[src/rtl/pipe_hazard_ctrl.sv]
// pipe_hazard_ctrl: stall/bubble controller for the 5-stage MIPS pipeline.
// Applies Tuse/Tnew rules to the IF/ID, ID/EX and EX/MEM instructions. It also
// tracks the multi-cycle multiply/divide unit with a busy counter.
module pipe_hazard_ctrl #(
   parameter int MULT_CYCLES = 5,
   parameter int DIV_CYCLES  = 10
) (
   input  logic        clk,
   input  logic        reset,
   input  logic [31:0] D_instr,
   input  logic [31:0] E_instr,
   input  logic [4:0]  E_WA,
   input  logic [31:0] M_instr,
   input  logic [4:0]  M_WA,
   output logic        PC_en,
   output logic        IFID_en,
   output logic        IDEX_clr,
   output logic        md_start,
   output logic [1:0]  md_op,
   output logic        md_busy
);

   localparam int MAX_CYCLES = (DIV_CYCLES > MULT_CYCLES) ? DIV_CYCLES : MULT_CYCLES;
   localparam int CW         = $clog2(MAX_CYCLES + 1);

   localparam logic [5:0] OP_SPECIAL = 6'h00;
   localparam logic [5:0] OP_BEQ     = 6'h04;
   localparam logic [5:0] OP_ORI     = 6'h0D;
   localparam logic [5:0] OP_LUI     = 6'h0F;
   localparam logic [5:0] OP_LW      = 6'h23;
   localparam logic [5:0] OP_SW      = 6'h2B;

   localparam logic [5:0] FN_JR      = 6'h08;
   localparam logic [5:0] FN_MFHI    = 6'h10;
   localparam logic [5:0] FN_MTHI    = 6'h11;
   localparam logic [5:0] FN_MFLO    = 6'h12;
   localparam logic [5:0] FN_MTLO    = 6'h13;
   localparam logic [5:0] FN_MULT    = 6'h18;
   localparam logic [5:0] FN_MULTU   = 6'h19;
   localparam logic [5:0] FN_DIV     = 6'h1A;
   localparam logic [5:0] FN_DIVU    = 6'h1B;
   localparam logic [5:0] FN_ADDU    = 6'h21;
   localparam logic [5:0] FN_SUBU    = 6'h23;

   // Tuse of 3 marks an unused source field: it can never be below any Tnew.
   localparam logic [1:0] TUSE_NONE  = 2'd3;

   typedef enum logic {
      MD_IDLE = 1'b0,
      MD_BUSY = 1'b1
   } md_state_t;

   md_state_t       state_q, state_d;
   logic [CW-1:0]   count_q, count_d;

   logic [1:0]      d_tuse_rs, d_tuse_rt;
   logic            d_md_group;
   logic [1:0]      e_tnew;
   logic            e_is_md;
   logic [1:0]      m_tnew;

   logic [4:0]      src_addr   [2];
   logic [1:0]      src_tuse   [2];
   logic [1:0]      src_hazard;
   logic            data_stall;
   logic            md_stall;
   logic            stall;

   // Decode the D-stage instruction into per-field Tuse and the MD-group flag.
   always_comb begin
      d_tuse_rs  = TUSE_NONE;
      d_tuse_rt  = TUSE_NONE;
      d_md_group = 1'b0;
      if (D_instr[31:26] == OP_SPECIAL) begin
         case (D_instr[5:0])
            FN_ADDU, FN_SUBU: begin
               d_tuse_rs = 2'd1;
               d_tuse_rt = 2'd1;
            end
            FN_JR: d_tuse_rs = 2'd0;
            FN_MULT, FN_MULTU, FN_DIV, FN_DIVU: begin
               d_tuse_rs  = 2'd1;
               d_tuse_rt  = 2'd1;
               d_md_group = 1'b1;
            end
            FN_MFHI, FN_MFLO: d_md_group = 1'b1;
            FN_MTHI, FN_MTLO: begin
               d_tuse_rs  = 2'd1;
               d_md_group = 1'b1;
            end
            default: ;
         endcase
      end else begin
         case (D_instr[31:26])
            OP_ORI, OP_LUI, OP_LW: d_tuse_rs = 2'd1;
            OP_SW: begin
               d_tuse_rs = 2'd1;
               d_tuse_rt = 2'd2;
            end
            OP_BEQ: begin
               d_tuse_rs = 2'd0;
               d_tuse_rt = 2'd0;
            end
            default: ;
         endcase
      end
   end

   // Decode Tnew for the E- and M-stage instructions and spot an MD issue in E.
   always_comb begin
      e_tnew  = 2'd0;
      e_is_md = 1'b0;
      m_tnew  = 2'd0;
      if (E_instr[31:26] == OP_SPECIAL) begin
         case (E_instr[5:0])
            FN_ADDU, FN_SUBU, FN_MFHI, FN_MFLO: e_tnew = 2'd1;
            FN_MULT, FN_MULTU, FN_DIV, FN_DIVU: e_is_md = 1'b1;
            default: ;
         endcase
      end else begin
         case (E_instr[31:26])
            OP_ORI, OP_LUI: e_tnew = 2'd1;
            OP_LW:          e_tnew = 2'd2;
            default: ;
         endcase
      end
      if (M_instr[31:26] == OP_LW) begin
         m_tnew = 2'd1;
      end
   end

   assign src_addr[0] = D_instr[25:21];
   assign src_addr[1] = D_instr[20:16];
   assign src_tuse[0] = d_tuse_rs;
   assign src_tuse[1] = d_tuse_rt;

   // One hazard comparator per source field (rs, rt); $0 never matches.
   generate
      for (genvar gi = 0; gi < 2; gi++) begin : g_src
         assign src_hazard[gi] =
            ((src_addr[gi] == E_WA) && (E_WA != 5'd0) && (src_tuse[gi] < e_tnew)) ||
            ((src_addr[gi] == M_WA) && (M_WA != 5'd0) && (src_tuse[gi] < m_tnew));
      end
   endgenerate

   assign data_stall = |src_hazard;
   assign md_stall   = d_md_group && (e_is_md || (state_q == MD_BUSY));
   // Reset forces the pipeline to run free and suppresses any MD start.
   assign stall      = !reset && (data_stall || md_stall);

   assign PC_en    = !stall;
   assign IFID_en  = !stall;
   assign IDEX_clr = stall;
   assign md_start = !reset && e_is_md;
   assign md_op    = E_instr[1:0];
   assign md_busy  = (state_q == MD_BUSY);

   // Next busy count: load on an MD issue, otherwise count down to zero.
   always_comb begin
      count_d = count_q;
      if (e_is_md) begin
         count_d = E_instr[1] ? CW'(DIV_CYCLES) : CW'(MULT_CYCLES);
      end else if (count_q != '0) begin
         count_d = count_q - CW'(1);
      end
      state_d = (count_d != '0) ? MD_BUSY : MD_IDLE;
   end

   // MD unit state and counter; reset clears both even mid-operation.
   always_ff @(posedge clk) begin
      if (reset) begin
         state_q <= MD_IDLE;
         count_q <= '0;
      end else begin
         state_q <= state_d;
         count_q <= count_d;
      end
   end

   // Instruction bits that play no part in hazard detection.
   logic unused_bits;
   assign unused_bits = ^{D_instr[15:6], E_instr[25:6], M_instr[25:0]};

endmodule

[config.mk]
export PLATFORM = sky130hd
export DESIGN_NAME = pipe_hazard_ctrl
export DESIGN_NICKNAME = d
export VERILOG_FILES = /design/src/rtl/pipe_hazard_ctrl.sv
export SDC_FILE = /design/constraint.sdc
export NUM_CORES = 1
export LEC_CHECK = 0
export CAP_MARGIN = 20
export CORE_AREA = 2 2 72 57
export DETAILED_ROUTE_END_ITERATION = 7
export DIE_AREA = 0 0 74 59
export HOLD_SLACK_MARGIN = 0.05
export PLACE_DENSITY = 0.82
export REMOVE_ABC_BUFFERS = 1
export SLEW_MARGIN = 5
export SYNTH_ARGS = -nofsm -noshare
export SYNTH_HDL_FRONTEND = slang
export SYNTH_SLANG_ARGS = --single-unit
[constraint.sdc]
create_clock -name clk -period 4.16 [get_ports clk]
set_clock_uncertainty 0.15 [all_clocks]
set_input_delay 0.832 -clock clk [delete_from_list [all_inputs] [get_ports clk]]
set_output_delay 0.832 -clock clk [all_outputs]
set_load 0.05 [all_outputs]
### Yosys cells after proc, flatten, opt, wreduce, memory -nomap -nowiden

Index checks and enable logic that the tools add are counted.

* bits of input ports: 108
* output and inout port bits: 7
* register bits: 5
* word-level logic and storage cells: 88

* $lt $le $gt $ge: 4
* equality and inequality tests: 32
* add/sub/neg operators: 1
* multiplexer cells: 18
* reductions and logical operators: 31

Operators with widths (number)
* $eq A6 B5 Y1 const B: 14
* $eq A6 B6 Y1 const B: 8
* $eq A6 B4 Y1 const B: 5
* $eq A5 B5 Y1: 4
* $pmux W2 S2: 4
* $reduce_or A8 Y1: 2
* $logic_not A6 Y1: 2
* $mux W4: 3
* $reduce_or A4 Y1: 3
* $logic_and A1 B1 Y1: 11
* $reduce_bool A5 Y1: 2
* $lt A2 B2 Y1: 4
* $mux W2: 4
* $reduce_bool A4 Y1: 2
* $mux W1: 7
* $eq A6 B3 Y1 const B: 1
* $reduce_or A6 Y1: 1
* $logic_or A1 B1 Y1: 4
* $reduce_or A2 Y1: 2
* $sub A4 B1 Y4 const B: 1
* $logic_not A1 Y1: 2

### Longest topological paths before layout

Gate-level depths: netlist (run 1).

* word-level depth: 11
* gate-level depth with buffers: 9
* depth with buffers taken out: 8

### Worst setup path after synthesis (run 1)

No wires, ideal clock.

* path type: in2out
* start point: input port D_instr[1]
* end point: output port PC_en
* data arrival time: 3529 ps
* path slack: -351 ps
* required time: 3178 ps
* cell stages on the path: 7
* buffers on the path: 1
* cell sequence: or4b_4 -> o31ai_4 -> o311ai_0 -> ha_1 -> a21oi_1 -> nor3_1 -> buf_4

* longest elaborated chain between the ends: 11
* elaborated cells on any way between the ends: 35
* classes of those cells: 4 x order compare; 11 x eq/ne; 6 x mux; 14 x reduce/logical

RTL lines
* start: declaration: RTL line 10 `input logic [31:0] D_instr,`
* $eq A6 B5 Y1 / $eq A6 B6 Y1 (equally long branches): RTL line 75 `case (D_instr[5:0])`
* $reduce_or A8 Y1 (no line) / $reduce_or A6 Y1 (equally long branches)
* $pmux W2 S2 / $mux W2 (equally long branches): RTL line 75
* $mux W2: RTL line 74 `if (D_instr[31:26] == OP_SPECIAL) begin`
* $lt A2 B2 Y1 (on tied branches): RTL line 141, 142
* $logic_and A1 B1 Y1 (on tied branches): RTL line 141, 142
* $logic_or A1 B1 Y1: RTL line 141 `((src_addr[gi] == E_WA) && (E_WA != 5'd0) && (src_tuse[gi] < e_tnew)) ||`
* $reduce_or A2 Y1: RTL line 146 `assign data_stall = |src_hazard;`
* $logic_or A1 B1 Y1 *: RTL line 149 `assign stall = !reset && (data_stall || md_stall);`
* $logic_and A1 B1 Y1 *: RTL line 149
* $logic_not A1 Y1 *
* end: declaration: RTL line 15 `output logic PC_en,`

Mark *: on every way between the ends. The rest lies on a longest branch, timed or not.

### Final worst setup path (run 1)

* start point: input port D_instr[29]
* end point: output port IDEX_clr

* longest elaborated chain between the ends: 10
* elaborated cells on any way between the ends: 26
* classes of those cells: 4 x order compare; 5 x eq/ne; 5 x mux; 12 x reduce/logical

RTL lines
* $eq A6 B6 Y1 / $eq A6 B4 Y1 (equally long branches): RTL line 94 `case (D_instr[31:26])`
* $reduce_or A4 Y1 (no line)
* $pmux W2 S2: RTL line 94
* $mux W2: RTL line 74
* $lt A2 B2 Y1 (on tied branches): RTL line 141, 142
* $logic_and A1 B1 Y1 (on tied branches): RTL line 141, 142
* $logic_or A1 B1 Y1: RTL line 141
* $reduce_or A2 Y1: RTL line 146
* $logic_or A1 B1 Y1 *: RTL line 149
* $logic_and A1 B1 Y1 *: RTL line 149
* end: declaration: RTL line 17 `output logic IDEX_clr,`

Marks and branches as above.

==> results.md, run 1 <==
- Status: complete, no violations
- Crit-path leading delay family: simple AND/OR/NAND/NOR gates
- Mapped Avg Cell Area: between 7 and 8 µm²
- CTS Buf Count: 3
- Drt via density: ~5
- Global Route Usage Sum: 13.7%
- Final Power: 0.000434 W
- CTS tree: built
- Avg WL per Cell: 12.5 µm
- WL final: between 3 and 4 mm
- Initial DRC count: just under 70
- Final Max Slew Viols: 0
- Grt total ovfl: 0
- Peak VDD IR: between 100 and 150 µV
- Synth top area share: about 11%
- Reg power frac: approximately a fifth
- Largest net degree at the start of global routing: 8
- Final setup vio count: 0
- Cell mode on critical path: or4_4
- I/O Buffers: between 50 and 60
- WP data required: approximately 3200 ps
- Worst setup SP type: input port
- Layout cells sized above 1: a little under a quarter
- YS warnings: 0
- Hold Crit Class: flip-flop to flip-flop
- RSZ-0062 raised after global routing: no
- Dominant cell type by area after synthesis: dfxtp_1
- Final ANT Viol Nets: 0
- DRC Markers: 0
- CP Cell Sequence: clkdlybuf4s50_1 > or4_4 > nor2_4 > o21ai_2 > ha_2 > or4_4 > a21oi_4 > or3_4 > buf_12
- Buf/Inv on CP: 2
- Sequential area share after synthesis: between 10% and 20%
- Largest cells by area after synthesis: dfxtp_1 (11%), xor2_1 (11%), xnor2_1 (9.7%)
- Fin Setup TNS: 0 ps
- Core Footprint: approximately 3600 µm²
- Static leakage: roughly 0.64 nW
- Post-layout util: between 40 and 50%
- P_sw: between 0.00015 and 0.0002 W
- Initial antenna violation count: 0
- Post-Syn Area: between 900 and 1000 µm²
- Die height: 59 µm
- Placed cells: ~240
- N_diodes: 0
- Via count: between 1000 and 1500
- Minimum clock period: between 4000 and 5000 ps
- Pint: 0.000273 W
- Worst-Skew Late Latency: between 200 and 250 ps
- CTS sink count: 5
- Area added between synthesis and finish: 95.9%
- Clock Root Buffer: clkbuf_8
- Synth cell types: 42
- Max Root-Sink Buffers: 2
- CP peak stage delay: about 570 ps
- Slew HR: 67.2%
- Max H-tree Level: 1
- Initial Utilization: between 20 and 30%
- Clock Pin Slew Worst Setup and Hold Paths: 30 ps
- Hold Fails Final Rpt: 0
- Arr. time, crit path: about 3000 ps
- Worst path slowest cell: or4_4
- GP Congestion: roughly 0.84
- Std-Cell Rows: 19
- Final #Nets: 305
- Switching power share of the total: a little under two fifths
- Final std cells w/o fill: between 200 and 250
- Post-synthesis sequential element count: 5
- Post-Synthesis Cells: roughly 120
- Clk pwr share: approximately 21%
- Drt first pass iters: 4
- Worst-Margin Slew: 490 ps
- Critical path class: input port to primary output
- Die Wd: ~74 µm
- Period utilisation layout: between 90% and 100%
- Die ar.: ~4400 µm²
- Final HPWL DP: 2.60 mm
- Fmax: around 250 MHz
- MaxCap Viol Count: 0
- Vias in the first global route: between 1000 and 1500
- CP Capture Type: primary output
- Comb pwr share: slightly below 60%
- Pwr Density: 244 nW/µm²
- Hold_buf cts: 0
- Top Ports: 115
- First-pass GRT wire length: ~4.7 mm
- Crit Path Max Fanout: 2
==> final timing paths <==
| path | from | end | slack [ps] | depth (start not counted) |
|---|---|---|---|---|
| min | count_q[3] | md_busy | 430 | 2 |
| min reg2reg | count_q[3] | md_busy | 430 | 2 |
| max reg2reg | count_q[0] | count_q[0] | 2440 | 6 |
| max | D_instr[29] | IDEX_clr | 100 | 9 |
==> placed cells by master, fill, tap and decap left out, types with 3 or more instances in the layout <==
cell | synthesis | layout
nor3_1 | 6 | 5
dlygate4sd2_1 | 0 | 4
clkbuf_8 | 0 | 3
xor2_1 | 11 | 11
nor2_1 | 9 | 8
or4_4 | 0 | 3
a21oi_1 | 5 | 3
inv_1 | 7 | 7
buf_4 | 3 | 18
clkdlybuf4s50_1 | 0 | 50
o21ai_0 | 4 | 3
nor4_1 | 3 | 3
dfxtp_1 | 5 | 5
xnor2_1 | 10 | 10
nand2_1 | 6 | 6
nand4_1 | 5 | 5
==> layer usage <==
layer / wire [µm] / global-route usage, % / vias to the layer above / part of all wire (%)
li1: - / - / 605 / -
met3: 278 / 4.59 / 3 / 9.1
met2: 1450 / 24.0 / 52 / 47
met4: 10 / 2.60 / 0 / 0.33
met5: 0 / 0 / - / 0
met1: 1330 / 16.6 / 571 / 43
==> cells by family (layout without fill, tap and decap cells) <==
family	count (synthesis)	after routing	share of synthesized area [%]
buffers and inverters	10	86	5.39
xor gates and xnor gates	21	21	20.3
DFF	5	5	11.1
AOI/OAI and AO/OA	24	24	21.8
adders and majority gates	3	3	4.14
muxes	1	1	1.11
and+or+nand+nor	53	53	36.2
==> power groups by stage <==
| stage | Combinational [W] | Sequential [W] | Clock, W |
|---|---|---|---|
| after floorplan | 0.000132 | 0.0000976 | 0 |
| after global placement | 0.000248 | 0.0000854 | 0 |
| after detailed placement | 0.000254 | 0.0000859 | 0 |
| after CTS | 0.000258 | 0.0000856 | 0.0000909 |
| after global routing | 0.000284 | 0.0000896 | 0.0000970 |
| final | 0.000259 | 0.0000859 | 0.0000887 |
==> area by class of cell <==
type	instances	area [µm²]
fill	341	1820
clock buffer	4	45.0
tap	52	65.1
timing repair buffer	75	713
multi-input combinational	102	825
sequential	5	100
inverter	7	26.3
==> synth_stat cells, drive strengths merged <==
| library cell | number |
|---|---|
| a2111oi | 1 |
| a211oi | 2 |
| a21oi | 5 |
| a311oi | 1 |
| a31o | 1 |
| a31oi | 1 |
| a32oi | 1 |
| and3 | 1 |
| and3b | 1 |
| and4 | 1 |
| buf | 3 |
| dfxtp | 5 |
| ha | 3 |
| inv | 7 |
| mux2i | 1 |
| nand2 | 6 |
| nand2b | 1 |
| nand3 | 2 |
| nand3b | 2 |
| nand4 | 5 |
| nand4b | 2 |
| nor2 | 9 |
| nor2b | 1 |
| nor3 | 6 |
| nor3b | 2 |
| nor4 | 3 |
| nor4b | 2 |
| o2111ai | 2 |
| o211ai | 1 |
| o21ai | 4 |
| o21ba | 1 |
| o21bai | 1 |
| o22ai | 1 |
| o311ai | 1 |
| o31ai | 1 |
| or3 | 1 |
| or3b | 1 |
| or4 | 5 |
| or4b | 2 |
| xnor2 | 10 |
| xor2 | 11 |
==> registers in the layout, indices dropped and copies added, names as in the netlist <==
| register | count |
|---|---|
| count_q | 4 |
| md_busy | 1 |
==> repair_timing <==
action                                 4_1_cts  5_1_grt
endpoints found under the hold margin        0        0
setup buffers                                1        1
pin swaps                                    7        4
gates resized for setup                     18        5
setup endpoints to repair                    3        3
==> per-stage QoR <==
| step | area [µm²] | hold WS (ps) | worst slack [ps] |
|---|---|---|---|
| after floorplan | 883 | 369 | -908 |
| after global placement | 1640 | 412 | -218 |
| after global routing | 1770 | 504 | 25.1 |
| after detailed placement | 1640 | 425 | -215 |
| final | 1770 | 431 | 103 |
| after CTS | 1750 | 439 | 18.6 |
==> tightest hold or removal path: stages, from the launching register on <==
cell     delay [ps]
dfxtp_1         390
nor3_1           80
nor2_1           70
Power figures use the tool's default switching activity.
==> run 2: changes to the inputs <==
- SLEW_MARGIN: 5 -> default
==> results of run 2 <==
No change in the layout: final DEF, timing and power equal those of run 1.
==> variant 1: new RTL, settings of run 1 <==
`DIV_CYCLES`: 10 -> 5.
--- a/src/rtl/pipe_hazard_ctrl.sv
+++ b/src/rtl/pipe_hazard_ctrl.sv
@@ -3,7 +3,7 @@
 // tracks the multi-cycle multiply/divide unit with a busy counter.
 module pipe_hazard_ctrl #(
    parameter int MULT_CYCLES = 5,
-   parameter int DIV_CYCLES  = 10
+   parameter int DIV_CYCLES  = 5
 ) (
    input  logic        clk,
    input  logic        reset,
Behaviour: not the same (Yosys sat finds a counterexample within 10 cycles, from zero or initial values and one cycle with reset high).
==> variant 1 against run 1 <==
  * Power fell by 19%
  * Worst setup slack worse by 260 ps
  * Sequential share of layout area down 1.1 points
  * Combinational power is 20% lower
  * The flow now finishes with violations (setup timing)
  * Global-route usage grew 0.84 points
  * Synthesized area shrank 8.6%
  * Largest power group unchanged
  * Cell area decreased by 1.6%
  * Sequential power is 32% lower
  * Wire length shrank 4.7%
  * Sequential cell count down 1
==> variant 1: results (changes against run 1) <==
[placed_design]
dp_slack_ps=-631.8  ; was -215.5 ps
io_buffers=56  ; was 58
dp_hpwl_microns=2455  ; was 2601 microns
place.gp.congestion=0.8417  ; was 0.8430

[sta]
setup-tns-final_ps=-379.6  ; was 0 ps
setup_slack_ps=-160.6  ; was 103.5 ps
slew_violations=0  ; unchanged
setup_viol=3  ; was 0
slew_headroom_pct=66.69  ; was 67.23%

[pwr]
power_leakage_nw=0.6378  ; was 0.6386 nW
vdd_drop_max_v=0.0001112  ; was 0.0001415 V

[yosys]
synth_cell_types=34  ; was 42
synthTopCellsByArea=xnor2_1 18%, dfxtp_1 9.7%, ha_1 7.6%  ; was dfxtp_1 11%, xor2_1 11%, xnor2_1 9.7%
ys_warn_count=0  ; unchanged
yosys-top-cells-count=17 x xnor2_1, 9 x nor2_1, 6 x nand4_1, 6 x nor3_1  ; was 11 x xor2_1, 10 x xnor2_1, 9 x nor2_1, 7 x inv_1
ys_seq_area_share_pct=9.668  ; was 11.05%
avgSynthCellArea_sq_um=7.530  ; was 7.742 sq um

[global_route]
grt_first_pass_wirelength_microns=4850  ; was 4719 microns
grt_max_degree=10  ; was 8
track_usage_pct=14.58  ; was 13.74%

[run_status]
outcome=complete, but fails checks  ; was finished clean
failed_checks=setup timing

[layout]
largest_register_ffs=3  ; was 4
drive_above_1_share_pct=25.79  ; was 22.80%
finalNonFillerCells=242  ; was 245

[worst_setup_path]
r2r_end=md_busy  ; was count_q[0]
rrSetupSlack_ps=2600  ; was 2440 ps

[detailed_routing]
routed_wl_microns=2926  ; was 3070 microns
drt_iter0_markers=29  ; was 69
routed-via-count=1112  ; was 1231

[clock_network]
cts_buffers=3  ; unchanged
cts_max_path_buffers=2  ; unchanged

## variant 1: cell type report
cell class | count | area [sq um]
inverter | 5 | 18.77
sequential | 4 | 80.08
fill | 342 | 1843
multi-input combinational | 98 | 804.5
tap | 52 | 65.06
timing repair buffer | 80 | 737.0
clock buffer | 3 | 41.29
## variant 1: cell families (layout without fill, tap and decap cells)
family / Yosys count / in the layout / synth area share, %
simple gates: 55 / 55 / 40.79
xor+xnor: 21 / 21 / 22.20
compound gates: 17 / 17 / 14.80
buf+inv: 8 / 88 / 4.985
fa+ha+maj: 5 / 5 / 7.553
flops: 4 / 4 / 9.668
## variant 1: worst max-delay path: stages
cell,delay [ps]
buf_6,90
or4_4,540
a31oi_4,190
o41ai_4,110
ha_2,190
or3_4,360
or3_4,350
a2111oi_4,350
or3_4,200
buf_12,130
## variant 1: where the power goes
part / switching (mW) / internal, mW / total [mW]
clock: 0.0213 / 0.0617 / 0.0831
combinational: 0.0934 / 0.115 / 0.208
sequential: 0.00693 / 0.0510 / 0.0580
## variant 1: per-layer routing
metal	GRT usage, %	vias up	part of all wire, %
li1	-	575	-
met1	17.79	494	43
met2	24.87	39	48
met3	4.082	4	7.2
met4	4.675	0	1.4
met5	0	-	0
## variant 1: per-stage QoR
step / hold WS [ps] / instance area (sq um) / total power, mW
after floorplan: 374.3 / 805.8 / 0.1587
after global placement: 400.8 / 1599 / 0.2539
after detailed placement: 435.3 / 1599 / 0.2613
after CTS: 439.1 / 1740 / 0.3508
after global routing: 460.2 / 1747 / 0.3746
final: 437.8 / 1747 / 0.3495
## variant 1: worst min path at each step
stage / start / to / slack [ps]
5_1_grt: count_q[0] / count_q[0] / 460
6_report: count_q[0] / count_q[0] / 440
4_1_cts: count_q[0] / count_q[0] / 440
3_5_place_dp: count_q[0] / count_q[0] / 440
2_1_floorplan: count_q[0] / count_q[0] / 370
3_3_place_gp: count_q[0] / count_q[0] / 400
## variant 1: timing repair
| item | in CTS | in global routing |
|---|---|---|
| pin swaps | 10 | 2 |
| setup endpoints to repair | 3 | 3 |
| resized for setup | 37 | 3 |
| buffers inserted | 2 | 0 |
==> variant 2: new RTL, flow settings as in run 1 <==
Made on the original files. Make the reset (`reset`) asynchronous in one clocked block.
--- a/src/rtl/pipe_hazard_ctrl.sv
+++ b/src/rtl/pipe_hazard_ctrl.sv
@@ -167,7 +167,7 @@
    end
 
    // MD unit state and counter; reset clears both even mid-operation.
-   always_ff @(posedge clk) begin
+   always_ff @(posedge clk or posedge reset) begin
       if (reset) begin
          state_q <= MD_IDLE;
          count_q <= '0;
Formal check against the unedited RTL: differs if reset is asserted again (counterexample within 4 cycles, from zero or initial values and one cycle with reset high); with reset held inactive, the same outputs for 10 cycles.
==> variant 2 against run 1 <==
  * Register-to-register slack got worse by 120 ps
  * Sequential cell count did not move
  * Critical path type unchanged
  * Cell area is 5.4% lower
  * Highest routed layer unchanged
  * Cell count shrank 4.9%
  * Synthesized cell count up 1.7%
  * Wire length decreased by 5.0%
  * First-iteration DRC count shrank 10%
  * Power down 3.3%
  * Worst setup slack better by 71 ps
  * Synthesized area is 6.1% higher
==> variant 2: results (changes against run 1) <==
[run_status]
outcome=finished clean  ; unchanged

[placed_design]
place_inst=229  ; was 239
dp_slack_ps=96.10  ; was -215.5 ps
dp_hpwl_microns=2568  ; was 2601 microns
postPlaceCellArea_sq_um=1634  ; was 1644 sq um
place.gp.congestion=0.8247  ; was 0.8430

[layout]
nets=293  ; was 305
largest_register_ffs=4  ; unchanged
antenna_cells=0  ; unchanged
drive_above_1_share_pct=9.945  ; was 22.80%
final.fill_count=340  ; was 341
largest-register=count_q  ; unchanged

[worst_setup_path]
slowest_stage=clkdlybuf4s50_1  ; was or4_4
cp_max_fo=4  ; was 2
cpLargestDelayFamily=compound AO/OA/AOI/OAI gates  ; was simple AND/OR/NAND/NOR gates
slowest_delay_ps=450  ; was 570 ps
arrival_ps=3000  ; was 3070 ps

[detailed_routing]
drt_iter0_markers=62  ; was 69
dr_wl_met2_microns=1374  ; was 1449 microns
wl_met3_microns=172  ; was 278 microns
routed-via-count=1107  ; was 1231
wire_per_inst_microns=12.52  ; was 12.53 microns
wl_met1_microns=1353  ; was 1331 microns
viasPerCell=4.751  ; was 5.024
top_layer=met4  ; unchanged

[pwr]
vdd_drop_max_v=0.0001523  ; was 0.0001415 V
power_leakage_nw=0.5986  ; was 0.6386 nW

[yosys]
synth_cell_types=44  ; was 42
ys_seq_area_share_pct=13.02  ; was 11.05%
syn_inst=119  ; was 117
yosys.area_share.adder_pct=3.906  ; was 4.144%
synthTopCellsByArea=dfrtp_1 13%, xnor2_1 13%, xor2_1 7.3%  ; was dfxtp_1 11%, xor2_1 11%, xnor2_1 9.7%
synthArstFlopShare_pct=100.0  ; was 0%
yosys_most_used_dff=dfrtp_1  ; was dfxtp_1
synth_compound_area_share_pct=20.18  ; was 21.82%
synthXorXnorAreaFrac_pct=20.05  ; was 20.30%
yosys-top-cells-count=14 x xnor2_1, 11 x nor2_1, 8 x xor2_1, 7 x inv_1  ; was 11 x xor2_1, 10 x xnor2_1, 9 x nor2_1, 7 x inv_1
ys_warn_count=0  ; unchanged
post_synth_mux_area_share_pct=3.255  ; was 1.105%

[clock_network]
cts_root_buf=clkbuf_8  ; unchanged
cts_buffers=3  ; unchanged
clk-insertion-delay-late_ps=220  ; about the same
cts_hold_buf=0  ; unchanged
cts_max_path_buffers=2  ; unchanged

[global_route]
grt_first_pass_wirelength_microns=4899  ; was 4719 microns
antenna_found_initial=0  ; unchanged
met1_usage_pct=18.26  ; was 16.60%
track_usage_pct=14.13  ; was 13.74%
use_met2_pct=24.87  ; was 23.98%
met3_usage_pct=1.871  ; was 4.592%
grt_pass1_vias=1159  ; was 1164
grt_max_degree=7  ; was 8

[sta]
slew_headroom_pct=67.19  ; was 67.23%

[worst_hold_path]
hold_class=flop to flop  ; unchanged

-- variant 2: changes by cell type after synthesis, moves of 2 or more --
cell / delta
dfxtp_1: -5
nor2b_1: +4
dfrtp_1: +5
nand2_1: -3
or4_1: -4
xor2_1: -3
xnor2_1: +4
o2111ai_1: -2
nand4_1: -2
nor2_1: +2
or4b_4: -2
-- variant 2: report_power, final --
part | total (mW) | leakage [nW] | internal (mW) | switching [mW]
combinational | 0.238 | 0.518 | 0.132 | 0.105
sequential | 0.0910 | 0.0579 | 0.0715 | 0.0195
clock | 0.0906 | 0.0228 | 0.0659 | 0.0247
total | 0.419 | 0.599 | 0.270 | 0.149
-- variant 2: worst paths after layout --
kind	end	startpoint	slack, ps	cells past startpoint
setup / recovery	PC_en	D_instr[26]	170	8
hold / removal	count_q[3]	count_q[3]	510	2
setup reg to reg	md_busy	count_q[0]	2320	6
hold reg to reg	count_q[3]	count_q[3]	510	2
max in group asynchronous	count_q[3]	reset	2860	2
min in group asynchronous	count_q[0]	reset	830	2
-- variant 2: cell type report --
type	instances	area (sq um)	area share [%]
repair buffers	61	630.6	37.56
well taps	52	65.06	3.875
clock buffers	4	45.04	2.683
flip-flops and latches	5	125.1	7.452
inverters	7	26.28	1.565
multi-input cells	104	787.0	46.87
-- variant 2: worst reg2reg max path: stages, from the launching register on --
cell	delay [ps]
dfrtp_1	370
inv_1	90
ha_1	270
nor3_1	200
a21oi_1	50
or2_0	210
or3b_1	380
-- variant 2: what timing repair did --
action | 4_1_cts | 5_1_grt
buffers inserted | 0 | 0
gates resized for setup | 0 | 1
setup endpoints to repair | 0 | 3
